==> src/rtl/wb_arbiter.sv <==
// Writeback arbiter: merges pipeline results with queued long-unit results onto the single
// register file write port, and keeps the long-write scoreboard that drives the ID hazard stall.
module wb_arbiter #(
   parameter int unsigned QDEPTH = 2
) (
   input  logic        clk,
   input  logic        reset,
   input  logic        pipe_valid_in,
   input  logic [4:0]  pipe_rd_addr_in,
   input  logic [31:0] pipe_rd_data_in,
   input  logic        lu_valid_in,
   input  logic [4:0]  lu_rd_addr_in,
   input  logic [31:0] lu_rd_data_in,
   output logic        lu_ready_out,
   input  logic        issue_valid_in,
   input  logic        issue_long_in,
   input  logic [4:0]  issue_rd_addr_in,
   input  logic [4:0]  rs1_addr_in,
   input  logic [4:0]  rs2_addr_in,
   output logic        hazard_stall_out,
   output logic        reg_enable_out,
   output logic [4:0]  rd_addr_out,
   output logic [31:0] rd_data_out,
   output logic [31:0] busy_out
);

   localparam logic [1:0] Full = 2'(QDEPTH);

   logic [1:0]  count_q, count_d;
   logic        wr_ptr_q, rd_ptr_q;
   logic [4:0]  fifo_rd_q   [2];
   logic [31:0] fifo_data_q [2];
   logic [31:0] busy_q, busy_d;
   logic        pipe_win, fifo_pop, fifo_push, busy_set;
   logic [4:0]  head_rd;
   logic [31:0] head_data;

   assign head_rd   = fifo_rd_q[rd_ptr_q];
   assign head_data = fifo_data_q[rd_ptr_q];
   assign busy_out  = busy_q;

   always_comb begin
      pipe_win  = pipe_valid_in && (pipe_rd_addr_in != 5'd0);
      fifo_pop  = !pipe_win && (count_q != 2'd0);
      // A full queue can still accept when its head leaves this cycle.
      lu_ready_out = reset && ((count_q < Full) || fifo_pop);
      fifo_push = lu_valid_in && lu_ready_out && (lu_rd_addr_in != 5'd0);

      hazard_stall_out = reset &&
                         ((busy_q[rs1_addr_in] && (rs1_addr_in != 5'd0)) ||
                          (busy_q[rs2_addr_in] && (rs2_addr_in != 5'd0)) ||
                          (issue_valid_in && busy_q[issue_rd_addr_in] &&
                           (issue_rd_addr_in != 5'd0)));
      busy_set = issue_valid_in && issue_long_in && !hazard_stall_out &&
                 (issue_rd_addr_in != 5'd0);

      count_d = count_q + 2'(fifo_push) - 2'(fifo_pop);

      // Set is applied after clear so a re-issue to the retiring register stays busy.
      busy_d = busy_q;
      if (fifo_pop) busy_d[head_rd] = 1'b0;
      if (busy_set) busy_d[issue_rd_addr_in] = 1'b1;
      busy_d[0] = 1'b0;
   end

   always_ff @(posedge clk) begin
      if (!reset) begin
         count_q        <= 2'd0;
         wr_ptr_q       <= 1'b0;
         rd_ptr_q       <= 1'b0;
         busy_q         <= 32'd0;
         reg_enable_out <= 1'b0;
         rd_addr_out    <= 5'd0;
         rd_data_out    <= 32'd0;
         for (int i = 0; i < 2; i++) begin
            fifo_rd_q[i]   <= 5'd0;
            fifo_data_q[i] <= 32'd0;
         end
      end else begin
         count_q <= count_d;
         busy_q  <= busy_d;
         if (fifo_push) begin
            fifo_rd_q[wr_ptr_q]   <= lu_rd_addr_in;
            fifo_data_q[wr_ptr_q] <= lu_rd_data_in;
            wr_ptr_q              <= ~wr_ptr_q;
         end
         if (fifo_pop) rd_ptr_q <= ~rd_ptr_q;

         if (pipe_win) begin
            reg_enable_out <= 1'b1;
            rd_addr_out    <= pipe_rd_addr_in;
            rd_data_out    <= pipe_rd_data_in;
         end else if (fifo_pop) begin
            reg_enable_out <= 1'b1;
            rd_addr_out    <= head_rd;
            rd_data_out    <= head_data;
         end else begin
            reg_enable_out <= 1'b0;
         end
      end
   end

endmodule

==> config.mk <==
export PLATFORM = sky130hd
export DESIGN_NAME = wb_arbiter
export DESIGN_NICKNAME = d
export VERILOG_FILES = /design/src/rtl/wb_arbiter.sv
export SDC_FILE = /design/constraint.sdc
export NUM_CORES = 1
export LEC_CHECK = 0
export BUFFER_PORTS_ARGS = -buffer_cell sky130_fd_sc_hd__buf_2
export CORE_MARGIN = 2
export CORE_UTILIZATION = 55
export CTS_CLUSTER_SIZE = 28
export DETAILED_ROUTE_END_ITERATION = 10
export PLACE_DENSITY = 0.91
export SLEW_MARGIN = 5
export SYNTH_ARGS = -nofsm -noshare
export SYNTH_HDL_FRONTEND = slang
export SYNTH_SLANG_ARGS = --single-unit
==> constraint.sdc <==
create_clock -name clk -period 9.6 [get_ports clk]
set_clock_uncertainty 0.15 [all_clocks]
set_input_delay 0.96 -clock clk [delete_from_list [all_inputs] [get_ports clk]]
set_output_delay 0.96 -clock clk [all_outputs]
set_load 0.1 [all_outputs]
==> impl_metrics.env <==
export IMPL_status="finished clean"
export IMPL_tightest_slew_ps=1110
export IMPL_reg2reg_slack_ps=6910
export IMPL_synth_edf_count=74
export IMPL_end_kind="output port"
export IMPL_synth_cells=723
export IMPL_hold_class="flip-flop to flip-flop"
export IMPL_synth_seq_cells=148
export IMPL_crit_chain="buf_2 > or2b_1 > o32a_1 > a2111oi_0 > or4_1 > buf_4 > a22o_1 > buf_2"
export IMPL_die_h_um=122
export IMPL_crit_top_cell="buf_2"
export IMPL_rows=43
export IMPL_die_x_um=122
export IMPL_cts_buffers=17
export IMPL_drc=0
export IMPL_path_clk_slew_ps=60
export IMPL_vias=6376
export IMPL_fin_util_pct=66.7
export IMPL_min_period_ps=4570
export IMPL_critical_path_slowest_cell="a2111oi_0"
export IMPL_netlist_area_mm2=0.00766
export IMPL_drv_cap=0
export IMPL_worstSetupPathType="input pin to output port"
export IMPL_finalSetupViolations=0
export IMPL_synth_seq_area_share_pct=48.3
export IMPL_peakVddDrop_mv=0.179
export IMPL_rsz0062_at_grt="false"
export IMPL_synth_nets=820
export IMPL_drt_pass1_iter_count=8
export IMPL_h_tree_depth=4
export IMPL_r2r_start="count_q[1]$_SDFF_PN0_"
export IMPL_cts_tree="done"
export IMPL_grtUsageTotal_pct=27.4
export IMPL_relSlewSlack_pct=26.0
export IMPL_tns_ps=0
export IMPL_die_area_mm2=0.0149
export IMPL_r2r_end="busy_out[16]$_SDFF_PN0_"
export IMPL_clockRootBuffer="clkbuf_16"
export IMPL_ys_warn_count=0
export IMPL_drive_above_1_share_pct=30.1
export IMPL_crit_path_max_fanout=32
export IMPL_final_hold_violation_count=0
export IMPL_worst_hold_startpoint="rd_ptr_q$_SDFFE_PN0P_"
export IMPL_cellLeakagePower_nw=3.63
export IMPL_cts_repair_resized=0
export IMPL_post_cts_buffers=0
export IMPL_wl_per_cell_um=18.9
export IMPL_hold_depth=2
export IMPL_worstPathArrival_ps=3460
export IMPL_antenna_found_initial=1
export IMPL_hold_buffers=0
export IMPL_vias_per_cell=6.08
export IMPL_gp_congestion=0.968
export IMPL_start_kind="input pin"
export IMPL_drv_slew=0
export IMPL_grt_max_degree=75
export IMPL_fin_crit_sh_pct=47.6
export IMPL_synth_cell_type_count=53
export IMPL_wl_um=19800
export IMPL_final_net_count=951
export IMPL_fmax_ghz=0.219
export IMPL_grt_overflow=0
export IMPL_async_flop_share_pct=0
export IMPL_cts_num_sinks=148
export IMPL_yosys_most_used_dff="edfxtp_1"
export IMPL_core_region_area_mm2=0.0137
export IMPL_portBuffers=165
export IMPL_first_global_vias=6234
export IMPL_power_density_mw_per_mm2=241
export IMPL_insertion_delay_ps=420
export IMPL_area_growth_pct=19.4
export IMPL_fill_cells=1056
export IMPL_ant_nets=0
export IMPL_drt_initial_drc_count=674
export IMPL_grt_first_pass_wirelength_um=31300
export IMPL_cts_buffer_depth=2
export IMPL_ioPinCount=167
export IMPL_place_hpwl_um=13300
export IMPL_rr_worst_depth=7
export IMPL_initial_core_util_pct=55.9
export IMPL_synth_area_per_cell_um2=10.6
export IMPL_hold_end="rd_ptr_q$_SDFFE_PN0P_"
export IMPL_max_stage_delay_ps=500
export IMPL_worst_endpoint_required_ps=8490
synth_stat cells, drive strengths merged (19+ instances only):
| library cell | n | share of area, % |
|---|---|---|
| nand2 | 21 | 1.0 |
| nor2 | 51 | 2.5 |
| nor2b | 41 | 3.3 |
| edfxtp | 74 | 29 |
| nand3 | 34 | 2.2 |
| buf | 19 | 1.6 |
| o31ai | 32 | 5.0 |
| o211ai | 33 | 3.2 |
| a21oi | 42 | 2.7 |
| a211oi | 34 | 3.3 |
| clkbuf | 44 | 2.2 |
| dfxtp | 74 | 19 |
| and2 | 82 | 6.7 |
| mux2i | 46 | 6.0 |
per-stage QoR:
| step | total power [mW] | hold WS [ps] | cell area [µm²] | cells | setup WS [ps] |
|---|---|---|---|---|---|
| finish | 2.21 | 436 | 9150 | 1048 | 5030 |
| global route | 2.30 | 460 | 9150 | 1047 | 4990 |
| CTS | 2.21 | 437 | 9150 | 1047 | 5080 |
| detailed placement | 1.52 | 420 | 8530 | 1015 | 5080 |
| global placement | 1.50 | 411 | 8530 | 1015 | 5140 |
| floorplan | 1.38 | 405 | 7660 | 723 | 3330 |
registers in the layout, indices dropped and copies added, names as in the netlist, named ones only:
signal          cells
wr_ptr_q            1
reg_enable_out      1
busy_out           31
count_q             2
rd_addr_out         5
fifo_rd_q          10
rd_ptr_q            1
rd_data_out        32
fifo_data_q        64
cell families (layout without fill, tap and decap cells):
kind of cell / count (synthesis) / in the layout / share of synthesized area (%)
buffers and inverters: 73 / 217 / 4.21
flip-flops: 148 / 148 / 48.3
AO/OA/AOI/OAI: 178 / 178 / 18.0
other: 1 / 2 / 0.0489
XOR/XNOR: 3 / 3 / 0.343
adder cells (fa/ha/maj): 2 / 2 / 0.327
AND/OR/NAND/NOR: 250 / 250 / 17.7
multiplexers: 68 / 68 / 11.0
area by class of cell:
type | instances | area [µm²] | share of cell area (%)
Timing Repair Buffer | 175 | 901 | 9.84
Sequential cell | 148 | 3700 | 40.5
Antenna cell | 1 | 2.50 | 0.0273
Clock buffer | 21 | 470 | 5.14
Multi-Input combinational cell | 502 | 3660 | 40.0
Clock inverter | 11 | 146 | 1.60
Tap cell | 180 | 225 | 2.46
Inverter | 10 | 37.5 | 0.410
cell usage in the layout, fill, tap and decap left out, drive strengths merged, types with 32 or more instances in the layout:
cell	synthesis	layout
mux2i	46	46
a211oi	34	34
edfxtp	74	74
o31ai	32	32
a21oi	42	42
nor2	51	51
nand3	34	34
o211ai	33	33
nor2b	41	41
and2	82	82
dfxtp	74	74
buf	19	175
report_power, final:
group | internal, mW | switching (mW)
Combinational | 0.192 | 0.552
Clock | 0.430 | 0.262
Sequential | 0.735 | 0.0374
Total | 1.36 | 0.851
metal layers:
metal / wire (µm) / GRT usage, % / vias to the layer above
li1: - / - / 2938
met1: 7590 / 33.0 / 3016
met2: 9570 / 44.9 / 362
met3: 2040 / 8.66 / 60
met4: 616 / 12.9 / 0
met5: 0 / 0 / -
how the worst max path moves through the flow:
stage / from / to
3_3_place_gp: rs1_addr_in[0] / hazard_stall_out
3_5_place_dp: rs2_addr_in[0] / hazard_stall_out
6_report: rs2_addr_in[0] / hazard_stall_out
2_1_floorplan: pipe_rd_addr_in[4] / fifo_data_q[0][0]$_SDFFCE_PN0P_
4_1_cts: rs2_addr_in[0] / hazard_stall_out
5_1_grt: rs1_addr_in[0] / hazard_stall_out
critical path: cells and delay by family:
family / cells / cell delay [ps]
AO/OA/AOI/OAI: 3 / 900
buffers and inverters: 3 / 1110
AND/OR/NAND/NOR: 2 / 470
(Power assumes the default switching activity.)
